--- src/rtl/hazard_controller.sv ---
// hazard_controller
//   Hazard and sequencing controller for the 5-stage RISC-V pipeline.
//   Selects execute-stage operand forwarding, raises stall/flush for
//   load-use hazards and taken branches, and sequences multi-cycle
//   execute ops (mul/div). While one of these ops runs, F/D/E are held
//   and bubbles are injected into M until the result is ready.
//
//   Ports
//     clk, reset                 rising-edge clock, synchronous active-high reset
//     Rs1D, Rs2D                 decode-stage source registers
//     Rs1E, Rs2E, RdE            execute-stage source/destination registers
//     RdM, RdW                   memory/writeback destination registers
//     RegWriteM, RegWriteW       memory/writeback register-write enables
//     ResultSrcE                 execute result select (2'b01 = load)
//     PCSrcE                     taken branch/jump resolved in execute
//     MultiCycleE                execute holds a multi-cycle op
//     ForwardAE, ForwardBE       00 = regfile, 01 = ResultW, 10 = ALUResultM
//     StallF, StallD, StallE     hold pipeline registers
//     FlushD, FlushE, FlushM     bubble pipeline registers
//     MCStartE                   multi-cycle unit captures operands this cycle
//     MCDoneE                    multi-cycle result valid; EX advances after it
//
//   Multi-cycle sequencer
//     state | meaning
//     IDLE  | no op in flight; a multi-cycle op seen here starts this cycle
//     BUSY  | op running, cnt counts down the remaining held cycles
//     DONE  | last EX cycle of the op, result valid, pipeline released

module hazard_controller #(
   parameter int MC_LATENCY = 4,
   parameter int CNT_W      = $clog2(MC_LATENCY)
) (
   input  logic       clk,
   input  logic       reset,
   input  logic [4:0] Rs1D,
   input  logic [4:0] Rs2D,
   input  logic [4:0] Rs1E,
   input  logic [4:0] Rs2E,
   input  logic [4:0] RdE,
   input  logic [4:0] RdM,
   input  logic [4:0] RdW,
   input  logic       RegWriteM,
   input  logic       RegWriteW,
   input  logic [1:0] ResultSrcE,
   input  logic       PCSrcE,
   input  logic       MultiCycleE,
   output logic [1:0] ForwardAE,
   output logic [1:0] ForwardBE,
   output logic       StallF,
   output logic       StallD,
   output logic       StallE,
   output logic       FlushD,
   output logic       FlushE,
   output logic       FlushM,
   output logic       MCStartE,
   output logic       MCDoneE
);

   typedef enum logic [1:0] {
      IDLE = 2'd0,
      BUSY = 2'd1,
      DONE = 2'd2
   } mc_state_t;

   // Start cycle and DONE cycle bracket the BUSY run, so BUSY lasts
   // MC_LATENCY-2 cycles and the counter is loaded with one less.
   localparam int               CNT_START_I = (MC_LATENCY > 2) ? MC_LATENCY - 3 : 0;
   localparam logic [CNT_W-1:0] CNT_START   = CNT_W'(CNT_START_I);

   mc_state_t        state;
   logic [CNT_W-1:0] cnt;
   logic             lw_stall;
   logic             mc_start;
   logic             mc_stall;

   always_comb begin
      ForwardAE = 2'b00;
      if (RegWriteM && (RdM != 5'd0) && (RdM == Rs1E))
         ForwardAE = 2'b10;
      else if (RegWriteW && (RdW != 5'd0) && (RdW == Rs1E))
         ForwardAE = 2'b01;
   end

   always_comb begin
      ForwardBE = 2'b00;
      if (RegWriteM && (RdM != 5'd0) && (RdM == Rs2E))
         ForwardBE = 2'b10;
      else if (RegWriteW && (RdW != 5'd0) && (RdW == Rs2E))
         ForwardBE = 2'b01;
   end

   assign lw_stall = (ResultSrcE == 2'b01) && (RdE != 5'd0) &&
                     ((RdE == Rs1D) || (RdE == Rs2D));

   // A taken branch in the same cycle squashes the op instead of starting it.
   assign mc_start = (state == IDLE) && MultiCycleE && !PCSrcE;
   assign mc_stall = mc_start || (state == BUSY);

   always_ff @(posedge clk) begin
      if (reset) begin
         state <= IDLE;
         cnt   <= '0;
      end else begin
         case (state)
            IDLE: begin
               if (mc_start) begin
                  if (MC_LATENCY == 2) begin
                     state <= DONE;
                  end else begin
                     state <= BUSY;
                     cnt   <= CNT_START;
                  end
               end
            end
            BUSY: begin
               if (cnt == '0)
                  state <= DONE;
               else
                  cnt <= cnt - CNT_W'(1);
            end
            DONE:    state <= IDLE;
            default: state <= IDLE;
         endcase
      end
   end

   assign MCStartE = mc_start;
   assign MCDoneE  = (state == DONE) && !reset;

   assign StallF = lw_stall || mc_stall;
   assign StallD = lw_stall || mc_stall;
   assign StallE = mc_stall;
   assign FlushM = mc_stall;
   // A held multi-cycle op must never be flushed out of D/E.
   assign FlushD = PCSrcE && !mc_stall;
   assign FlushE = (lw_stall || PCSrcE) && !mc_stall;

endmodule

--- config.mk ---
export PLATFORM = sky130hd
export DESIGN_NAME = hazard_controller
export DESIGN_NICKNAME = d
export VERILOG_FILES = /design/src/rtl/hazard_controller.sv
export SDC_FILE = /design/constraint.sdc
export NUM_CORES = 1
export LEC_CHECK = 0
export CORE_MARGIN = 2
export CORE_UTILIZATION = 33
export DETAILED_ROUTE_END_ITERATION = 16
export PLACE_DENSITY_LB_ADDON = 0.25
export SYNTH_ARGS = -nofsm -noshare
export SYNTH_HDL_FRONTEND = slang
export SYNTH_SLANG_ARGS = --single-unit
--- constraint.sdc ---
create_clock -name clk -period 3.9 [get_ports clk]
set_input_delay 0.39 -clock clk [delete_from_list [all_inputs] [get_ports clk]]
set_output_delay 0.39 -clock clk [all_outputs]
set_load 0.05 [all_outputs]
[Word-level counts from Yosys, hierarchy flattened]
Index checks and enable logic that the tools add are counted.
Cells by class
  $add $sub $neg: 1
  equality and inequality tests: 12
  multiplexer cells: 9
  reductions and logical operators: 28
Operators with widths (count)
  5-bit == test: 6
  5-bit nonzero test: 3
  1-bit logical AND: 13
  2-bit two-way mux: 5
  2-bit case mux with 2 select lines: 2
  2-bit by 1-bit == test with 1-bit output (second input constant): 2
  2-bit logical NOT: 2
  1-bit logical OR: 4
  2-bit != test (second input constant): 2
  1-bit logical NOT: 3
  3-bit AND reduction: 1
  2-bit == test (second input constant): 1
  1-bit two-way mux: 2
  2-bit by 1-bit != test with 1-bit output (second input constant): 1
  2-bit AND reduction: 1
  2-bit nonzero test: 1
  2-bit by 1-bit subtractor with 2-bit output (second input constant): 1
Word-level totals
  bits in registers: 4
  output and inout port bits: 12

[Longest topological paths before layout]
Gate-level depths: netlist (run 1).
  word-level depth: 6
  depth in mapped cells: 6
  depth with buffers taken out: 6

[Least setup slack after synthesis (run 1)]
No wires, ideal clock.
  kind: input-to-output
  start: input RdM[4]
  end: output ForwardAE[0]
  arrival time: 2755 ps
  path slack: 755 ps
  cell stages on the path: 4
  buffers on the path: 0
  cells stage by stage: xnor2_1 nand3_1 nor4_1 nor4_2
Between the ends
  word-level cells in the longest chain between the ends: 4
  elaborated cells between the ends (all ways): 5
RTL lines
  start: declaration: RTL line 40  | input logic [4:0] RdM,
  5-bit nonzero test: RTL line 78  | if (RegWriteM && (RdM != 5'd0) && (RdM == Rs1E))
  1-bit logical AND: RTL line 78
  1-bit logical AND *: RTL line 78
  2-bit two-way mux *: RTL line 78
  end: declaration: RTL line 47  | output logic [1:0] ForwardAE,
Every way passes the cells marked *; elsewhere a longest branch is shown, timed or not.

[Final worst setup path (run 1)]
  start: input RdM[3]
  end: output ForwardBE[0]
Between the ends
  word-level cells in the longest chain between the ends: 4
  elaborated cells between the ends (all ways): 5
RTL lines
  5-bit nonzero test: RTL line 86  | if (RegWriteM && (RdM != 5'd0) && (RdM == Rs2E))
  1-bit logical AND: RTL line 86
  1-bit logical AND *: RTL line 86
  2-bit two-way mux *: RTL line 86
  end: declaration: RTL line 48  | output logic [1:0] ForwardBE,
Marks and branches as above.

==> reports/results.ini, run 1 <==
[setup_path]
cp.required_ns = 3.51
path_max_fanout = 3
worst_setup_path_end_kind = output pin
cp-start-kind = primary input
r2r-end = cnt[1]
arrival_ns = 2.79
r2r_cells = 6
path_class = in -> out
timing.rr.start = cnt[0]
rrSetupSlack_ns = 2.46

[final_layout]
postLayoutCellArea_um2 = 1205
syn_to_final_growth_pct = 92.60
final_cell_mix = clkdlybuf4s50_1, xor2_1, xnor2_1, nor2_1
drive_above_1_share_pct = 5.224
post-route-util_pct = 68.30
antenna_cells = 0
num-fill-cells = 180
seq_area_um2 = 80.08
fin_nets = 180
multi_input_area_um2 = 511.7
final_common_cell = clkdlybuf4s50_1

[timing]
grt_setup_unrepaired = no
tns_ns = 0
timing.fmax_mhz = 314.4
post-route-period-util_pct = 81.57
slew_violations = 0
layout_min_cycle_time_ns = 3.181
slew_headroom_pct = 64.55
setup_viol = 0
worstMarginPinSlew_ns = 0.5301
hold_viol = 0
layout_setup_ws_ns = 0.7189
finClkSkew_ns = 0.0003943

[placement]
dpl_worst_slack_ns = 0.7183
place_area_um2 = 1182
place_hpwl_um = 1817
port_buffers = 54
gp_congestion = 0.7334

[grt]
grt_max_degree = 6
grt_usage_pct = 17.93
grt_pass1_vias = 686
grt_overflow = 0
antenna_found_initial = 0
grt_pass1_wl_um = 2877

[min_path]
hold_class = reg -> reg
worstHoldStart = cnt[0]
hold_path_depth = 1
hold_end = cnt[0]

[logic_synthesis]
synth_cell_type_count = 25
synth_area_um2 = 625.6
yosysSeqAreaShare_pct = 12.80
ys_warn_count = 0
avgSynthCellArea_um2 = 7.919
netlist_instances = 79
syn_nets = 123
ys_seq_elements = 4

[die]
ios = 55
die_w_um = 47.54
initial_core_util_pct = 35.46
die_area_um2 = 2260
num_rows = 15
core-area_um2 = 1764
die_h_um = 47.54

[power]
intPower_uw = 149.4
power.density_nw_per_um2 = 193.1
seq_power_share_pct = 19.3
combPwrFrac_pct = 60.0
p_leak_nw = 0.4387
peakVddDrop_uv = 188.0
clkPwrFrac_pct = 20.7
p_sw_share_pct = 35.76
finalPower_uw = 232.6
p_sw_uw = 83.19

[drt]
drt_iter0_drc = 12
finalWirelength_um = 1942
viasPerCell = 4.654
drcViolationCount = 0
avgRoutedWirePerCell_um = 12.21
firstDrtPassIters = 4
antenna_left = 0
num_vias = 740

[clock_tree]
clk_latency_ns = 0.23
numCtsBuffers = 3
cts_tree = yes
clock_path_buffers = 2
cts_sinks = 4
ctsHoldBuffers = 0
cts_setup_buffers = 0
clockRootBuffer = clkbuf_4
cts_resized = 0
htree_levels = 1
clk_pin_slew_ns = 0.03

[job]
max_cap_viol_count = 0

[status]
status = finished clean

==> worst max-delay path by stage <==
stage | slack [ns] | start | to
final | 0.72 | RdM[3] | ForwardBE[0]
after global routing | 0.66 | RdM[3] | ForwardAE[0]
after CTS | 0.71 | RdM[3] | ForwardBE[0]
after detailed placement | 0.72 | RdM[3] | ForwardBE[0]
after global placement | 0.77 | RdM[3] | ForwardAE[0]
after floorplan | 0.76 | RdM[4] | ForwardAE[0]
==> per-layer routing <==
layer / wire (µm) / global-route usage [%]
met5: 0 / 0
met4: 19 / 6.486
met3: 59 / 1.509
met2: 1035 / 31.35
met1: 827 / 22.92
==> cells in the mapped netlist <==
cell | count | share of area, %
nand2_1 | 2 | 1.2
buf_4 | 2 | 2.4
nand3_1 | 3 | 2.4
nor2_1 | 6 | 3.6
nor4_2 | 2 | 4.0
nor3b_1 | 1 | 1.2
xor2_1 | 24 | 34
a22oi_1 | 2 | 2.4
nor4b_2 | 1 | 2.4
dfxtp_1 | 4 | 13
ha_1 | 1 | 2.0
xnor2_1 | 6 | 8.4
inv_1 | 5 | 3.0
a21oi_1 | 1 | 0.80
o21bai_1 | 1 | 1.2
nor4bb_1 | 1 | 1.6
a211oi_1 | 1 | 1.2
o21ai_2 | 1 | 1.4
or4_1 | 4 | 4.8
o21ai_0 | 1 | 0.80
o21ai_1 | 1 | 0.80
nor3_1 | 5 | 4.0
nor4_1 | 2 | 2.0
and2_1 | 1 | 1.0
nor2b_1 | 1 | 1.0
==> power by group through the flow <==
| stage | Clock (mW) | Sequential [mW] | Combinational (mW) |
|---|---|---|---|
| after floorplan | 0 | 0.0451 | 0.0688 |
| after global placement | 0 | 0.0454 | 0.138 |
| after detailed placement | 0 | 0.0454 | 0.140 |
| after CTS | 0.0516 | 0.0449 | 0.140 |
| after global routing | 0.0553 | 0.0450 | 0.150 |
| final | 0.0482 | 0.0448 | 0.140 |
==> logic make-up (layout without fill, tap and decap cells) <==
| logic type | count (synthesis) | count (layout) | synth area share (%) |
|---|---|---|---|
| adders and majority gates | 1 | 1 | 2.000 |
| xor gates and xnor gates | 30 | 30 | 42.00 |
| buffers and inverters | 7 | 62 | 5.400 |
| DFF | 4 | 4 | 12.80 |
| and+or+nand+nor | 29 | 29 | 29.20 |
| AOI/OAI and AO/OA | 8 | 8 | 8.598 |
==> registers in the layout, indices dropped and copies added (netlist names) <==
name / flops
state: 2
cnt: 2
==> critical path: stages <==
cell             delay [ns]
clkdlybuf4s50_1        0.47
or4_1                  0.55
o21ai_2                0.15
nor4_1                 0.10
nor4_2                 0.28
clkdlybuf4s50_1        0.84
==> area by class of cell <==
class / instances / area share (%)
clock buffers: 3 / 1.869
multi-input cells: 68 / 42.47
repair buffers: 54 / 44.86
well taps: 25 / 2.596
flip-flops and latches: 4 / 6.646
inverters: 5 / 1.558
==> stage by stage <==
stage,hold slack (ns),cells
finish,0.4751,159
CTS,0.4791,159
detailed placement,0.4691,156
floorplan,0.4324,79
global route,0.4895,159
global placement,0.4626,156
No activity file was read; power rests on OpenSTA's default activity.
==> run 2: changes to the inputs <==
CORE_UTILIZATION = 28   (was 33)
clock period = 2.67 ns   (was 3.9 ns; I/O delays follow)
==> reports/results.ini, run 2 (same netlist as run 1, synthesis figures left out) <==
[status]
status = finished clean

[die]
die_h_um = 51.27  ; +7.8%
die_w_um = 51.27  ; +7.8%
ios = 55  ; unchanged
num_rows = 17  ; +2
core-area_um2 = 2170  ; +23%
initial_core_util_pct = 28.84  ; -6.6 points
die_area_um2 = 2629  ; +16%

[clock_tree]
clk_latency_ns = 0.24  ; about the same
clk_pin_slew_ns = 0.04  ; about the same
clockRootBuffer = clkbuf_4
clock_path_buffers = 2  ; unchanged
cts_setup_buffers = 0  ; unchanged
cts_resized = 0  ; unchanged
numCtsBuffers = 3  ; unchanged
cts_sinks = 4  ; unchanged
htree_levels = 1  ; unchanged
cts_tree = yes
ctsHoldBuffers = 0  ; unchanged

[timing]
setup_viol = 0  ; unchanged
layout_setup_ws_ns = 0.2889  ; -0.4300 ns
worstMarginPinSlew_ns = 0.7302  ; +0.2001 ns
timing.fmax_mhz = 420.0
finClkSkew_ns = 0.002544  ; +0.002149 ns
post-route-period-util_pct = 89.18
slew_violations = 0  ; unchanged
layout_min_cycle_time_ns = 2.381
grt_setup_unrepaired = no
tns_ns = 0  ; unchanged
hold_viol = 0  ; unchanged
slew_headroom_pct = 50.87  ; -14 points

[drt]
num_vias = 742  ; +0.27%
drt_iter0_drc = 6  ; -6
antenna_left = 0  ; unchanged
avgRoutedWirePerCell_um = 11.88  ; -2.8%
firstDrtPassIters = 4  ; unchanged
finalWirelength_um = 1936  ; -0.31%
viasPerCell = 4.552  ; -2.2%
drcViolationCount = 0  ; unchanged

[final_layout]
reg_top3 = cnt: 2 flops, state: 2 flops
final_common_cell = clkdlybuf4s50_1
syn_to_final_growth_pct = 101.8
antenna_cells = 0  ; unchanged
final_cell_mix = clkdlybuf4s50_1, xor2_1, xnor2_1, nor2_1, buf_4
drive_above_1_share_pct = 13.33  ; +8.1 points
fin_nets = 181  ; +0.56%
stdcell_count = 163  ; +2.5%

[power]
finalPower_uw = 355.4  ; +53%
power.density_nw_per_um2 = 281.5  ; +46%
p_sw_share_pct = 35.87  ; +0.10 points
seq_power_share_pct = 18.5  ; -0.8 points
combPwrFrac_pct = 60.5  ; +0.5 points
intPower_uw = 227.9  ; +53%
peakVddDrop_uv = 304.8  ; +62%
p_sw_uw = 127.5  ; +53%
clkPwrFrac_pct = 20.9  ; +0.2 points
p_leak_nw = 0.4807  ; +9.6%

[placement]
gp_congestion = 0.7687  ; +4.8%
dpl.cell_count = 160  ; +2.6%
dpl_worst_slack_ns = 0.2688  ; -0.4495 ns
port_buffers = 54  ; unchanged
place_hpwl_um = 1698  ; -6.5%

[grt]
grt_overflow = 0  ; unchanged
grt_usage_pct = 14.77  ; -3.2 points
grt_pass1_wl_um = 3001  ; +4.3%
grt_max_degree = 6  ; unchanged
grt_pass1_vias = 679  ; -1.0%
antenna_found_initial = 0  ; unchanged

[setup_path]
path_class = in -> out
cp-start-kind = primary input
cp.required_ns = 2.40  ; -1.11 ns
critPathSlowestCell = or4_1
path_cells = clkdlybuf4s50_1 -> or4_1 -> o21ai_2 -> nor4_1 -> nor4_2 -> buf_12
path_max_fanout = 3  ; unchanged
worst_setup_path_end_kind = output pin
critPathMaxStageDelay_ns = 0.55  ; -0.29 ns
arrival_ns = 2.11  ; -0.68 ns

[min_path]
hold_class = reg -> reg

[job]
max_cap_viol_count = 0  ; unchanged

run 2: path summary, 6_finish.rpt:
path,from,endpoint,slack [ns],depth (start not counted)
worst max-delay path,RdM[3],ForwardAE[0],0.29,6
worst min-delay path,cnt[0],cnt[0],0.48,1
worst max register to register,cnt[0],cnt[1],1.23,6
worst min register to register,cnt[0],cnt[0],0.48,1
run 2: final cells by class:
cell class              count  area, µm²
clock buffers               3      22.52
repair buffers             55      585.6
inverters                   5      18.77
flip-flops and latches      4      80.08
multi-input cells          68      520.5
well taps                  28      35.03
fillers                   216      907.1
run 2: critical path, delay by kind of cell:
| family | cells | cell delay [ns] |
|---|---|---|
| AOI/OAI and AO/OA | 1 | 0.15 |
| and+or+nand+nor | 3 | 1.05 |
| buffers and inverters | 2 | 0.64 |
run 2: per-layer routing:
metal	vias to the layer above	routed length (µm)	share of wire, %	global-route usage, %
li1	390	-	-	-
met1	325	880	45	20.88
met2	25	928	48	24.03
met3	2	115	5.9	2.047
met4	0	13	0.67	2.632
met5	-	0	0	0
run 2: power groups by stage:
stage,combinational (mW),clock [mW],sequential (mW)
floorplan,0.101,0,0.0662
global placement,0.214,0,0.0666
detailed placement,0.216,0,0.0668
CTS,0.217,0.0768,0.0659
global route,0.230,0.0800,0.0663
finish,0.215,0.0744,0.0658
run 2: per-stage QoR:
stage	hold slack, ns	util [%]	cell area (µm²)
floorplan	0.3394	-	634.4
global placement	0.4632	57.15	1240
detailed placement	0.4656	57.15	1240
CTS	0.4864	58.19	1262
global route	0.5286	58.19	1262
finish	0.4770	58.19	1262
==> run 3: changes to the inputs <==
CORE_MARGIN = default   (was 2)
SKIP_LAST_GASP = 1   (was default)
==> reports/results.ini, run 3 (same netlist as run 1, synthesis figures left out) <==
[placement]
port_buffers = 54  ; unchanged
gp_congestion = 0.7894  ; +2.7%
place_hpwl_um = 1755  ; +3.4%
dpl_worst_slack_ns = 0.2621  ; -0.006702 ns

[clock_tree]
clk_latency_ns = 0.24  ; about the same
cts_setup_buffers = 0  ; unchanged
cts_sinks = 4  ; unchanged
clock_path_buffers = 2  ; unchanged
clockRootBuffer = clkbuf_4
cts_resized = 0  ; unchanged
htree_levels = 1  ; unchanged
clk_pin_slew_ns = 0.04  ; about the same
numCtsBuffers = 3  ; unchanged
ctsHoldBuffers = 0  ; unchanged
cts_tree = yes

[final_layout]
syn_to_final_growth_pct = 101.6  ; about the same
num-fill-cells = 189  ; -13%
final_cell_mix = clkdlybuf4s50_1, xor2_1, xnor2_1, nor2_1, buf_4
final_common_cell = clkdlybuf4s50_1
fin_nets = 181  ; unchanged
reg_top3 = cnt: 2 flops, state: 2 flops
antenna_cells = 0  ; unchanged
post-route-util_pct = 62.38  ; +4.2 points
drive_above_1_share_pct = 13.33  ; unchanged

[power]
p_leak_nw = 0.4807  ; unchanged
power.density_nw_per_um2 = 283.5  ; +0.72%
finalPower_uw = 357.6  ; +0.62%
peakVddDrop_uv = 205.8  ; -32%

[grt]
grt_pass1_vias = 760  ; +12%
grt_pass1_wl_um = 3187  ; +6.2%
antenna_found_initial = 0  ; unchanged
grt_overflow = 0  ; unchanged
grt_max_degree = 6  ; unchanged
grt_usage_pct = 17.08  ; +2.3 points

[setup_path]
path_class = in -> out
critPathMaxStageDelay_ns = 0.56  ; about the same
cp.required_ns = 2.40  ; about the same
path_max_fanout = 3  ; unchanged
critPathSlowestCell = or4_1
critical-path-top-delay-family = simple AND/OR/NAND/NOR gates
r2r_cells = 6  ; unchanged
crit_cells = 6  ; unchanged
crit_buf_inv = 2  ; unchanged
cp-start-kind = primary input
worst_setup_path_end_kind = output pin
path_cells = clkdlybuf4s50_1 -> or4_1 -> o21ai_2 -> nor4_1 -> nor4_2 -> buf_12
arrival_ns = 2.13  ; +0.02 ns

[timing]
finClkSkew_ns = 0.0006301  ; -0.001913 ns
slew_headroom_pct = 49.76  ; -1.1 points
setup_viol = 0  ; unchanged
grt_setup_unrepaired = no
layout_setup_ws_ns = 0.2732  ; -0.01565 ns
worstMarginPinSlew_ns = 0.7468  ; +0.01653 ns
timing.fmax_mhz = 417.2  ; -0.65%
layout_min_cycle_time_ns = 2.397  ; +0.01565 ns
hold_viol = 0  ; unchanged
slew_violations = 0  ; unchanged
post-route-period-util_pct = 89.77  ; +0.59 points

[min_path]
hold_path_depth = 1  ; unchanged
hold_class = reg -> reg

[job]
max_cap_viol_count = 0  ; unchanged

[drt]
firstDrtPassIters = 3  ; -1
viasPerCell = 4.617  ; +1.4%
finalWirelength_um = 1941  ; +0.26%
num_vias = 748  ; +0.81%
antenna_left = 0  ; unchanged
avgRoutedWirePerCell_um = 11.98  ; +0.88%
drcViolationCount = 0  ; unchanged
drt_iter0_drc = 2  ; -4

[die]
core-area_um2 = 2022  ; -6.8%
initial_core_util_pct = 30.94  ; +2.1 points
die_h_um = 49.27  ; -3.9%
die_area_um2 = 2428  ; -7.6%
ios = 55  ; unchanged
num_rows = 16  ; -1
die_w_um = 49.27  ; -3.9%

[status]
status = finished clean

run 3: cell counts in the layout (fill, tap and decap cells not counted):
No cell type changed its count.
run 3: worst paths after layout:
path	from	end	slack, ns
setup / recovery	RdM[3]	ForwardAE[0]	0.27
hold / removal	cnt[0]	cnt[0]	0.48
setup reg to reg	cnt[0]	cnt[1]	1.27
hold reg to reg	cnt[0]	cnt[0]	0.48
run 3: routing by layer:
metal	vias up	wire (µm)	GRT usage (%)
met3	2	96	3.427
li1	387	-	-
met1	333	861	19.04
met5	-	0	0
met4	0	19	8.333
met2	26	964	30.37
run 3: metrics by stage:
step	area (µm²)	setup TNS (ns)	hold WS, ns	std cells
6_report	1261	0	0.4802	162
5_1_grt	1261	0	0.5163	162
4_1_cts	1261	0	0.4901	162
3_5_place_dp	1239	0	0.4851	159
3_3_place_gp	1239	0	0.4595	159
2_1_floorplan	634.4	-0.4570	0.3394	79
run 3: worst reg2reg max path, stage by stage, from the launching register on:
cell,delay [ns]
dfxtp_1,0.34
inv_1,0.05
ha_1,0.20
nor3b_1,0.38
nor2_1,0.10
a22oi_1,0.15
nor2_1,0.06
run 3: cell type report:
cell class | instances | area [µm²] | area share [%]
clock buffers | 3 | 22.52 | 1.786
inverters | 5 | 18.77 | 1.488
multi-input cells | 68 | 520.5 | 41.27
repair buffers | 55 | 585.6 | 46.43
flip-flops and latches | 4 | 80.08 | 6.349
well taps | 27 | 33.78 | 2.679
run 3: power by group:
part / leakage [nW] / internal (mW) / switching [mW] / total (mW)
sequential: 0.0327 / 0.0629 / 0.00289 / 0.0658
combinational: 0.434 / 0.115 / 0.101 / 0.216
clock: 0.0138 / 0.0503 / 0.0256 / 0.0760
total: 0.481 / 0.228 / 0.130 / 0.358
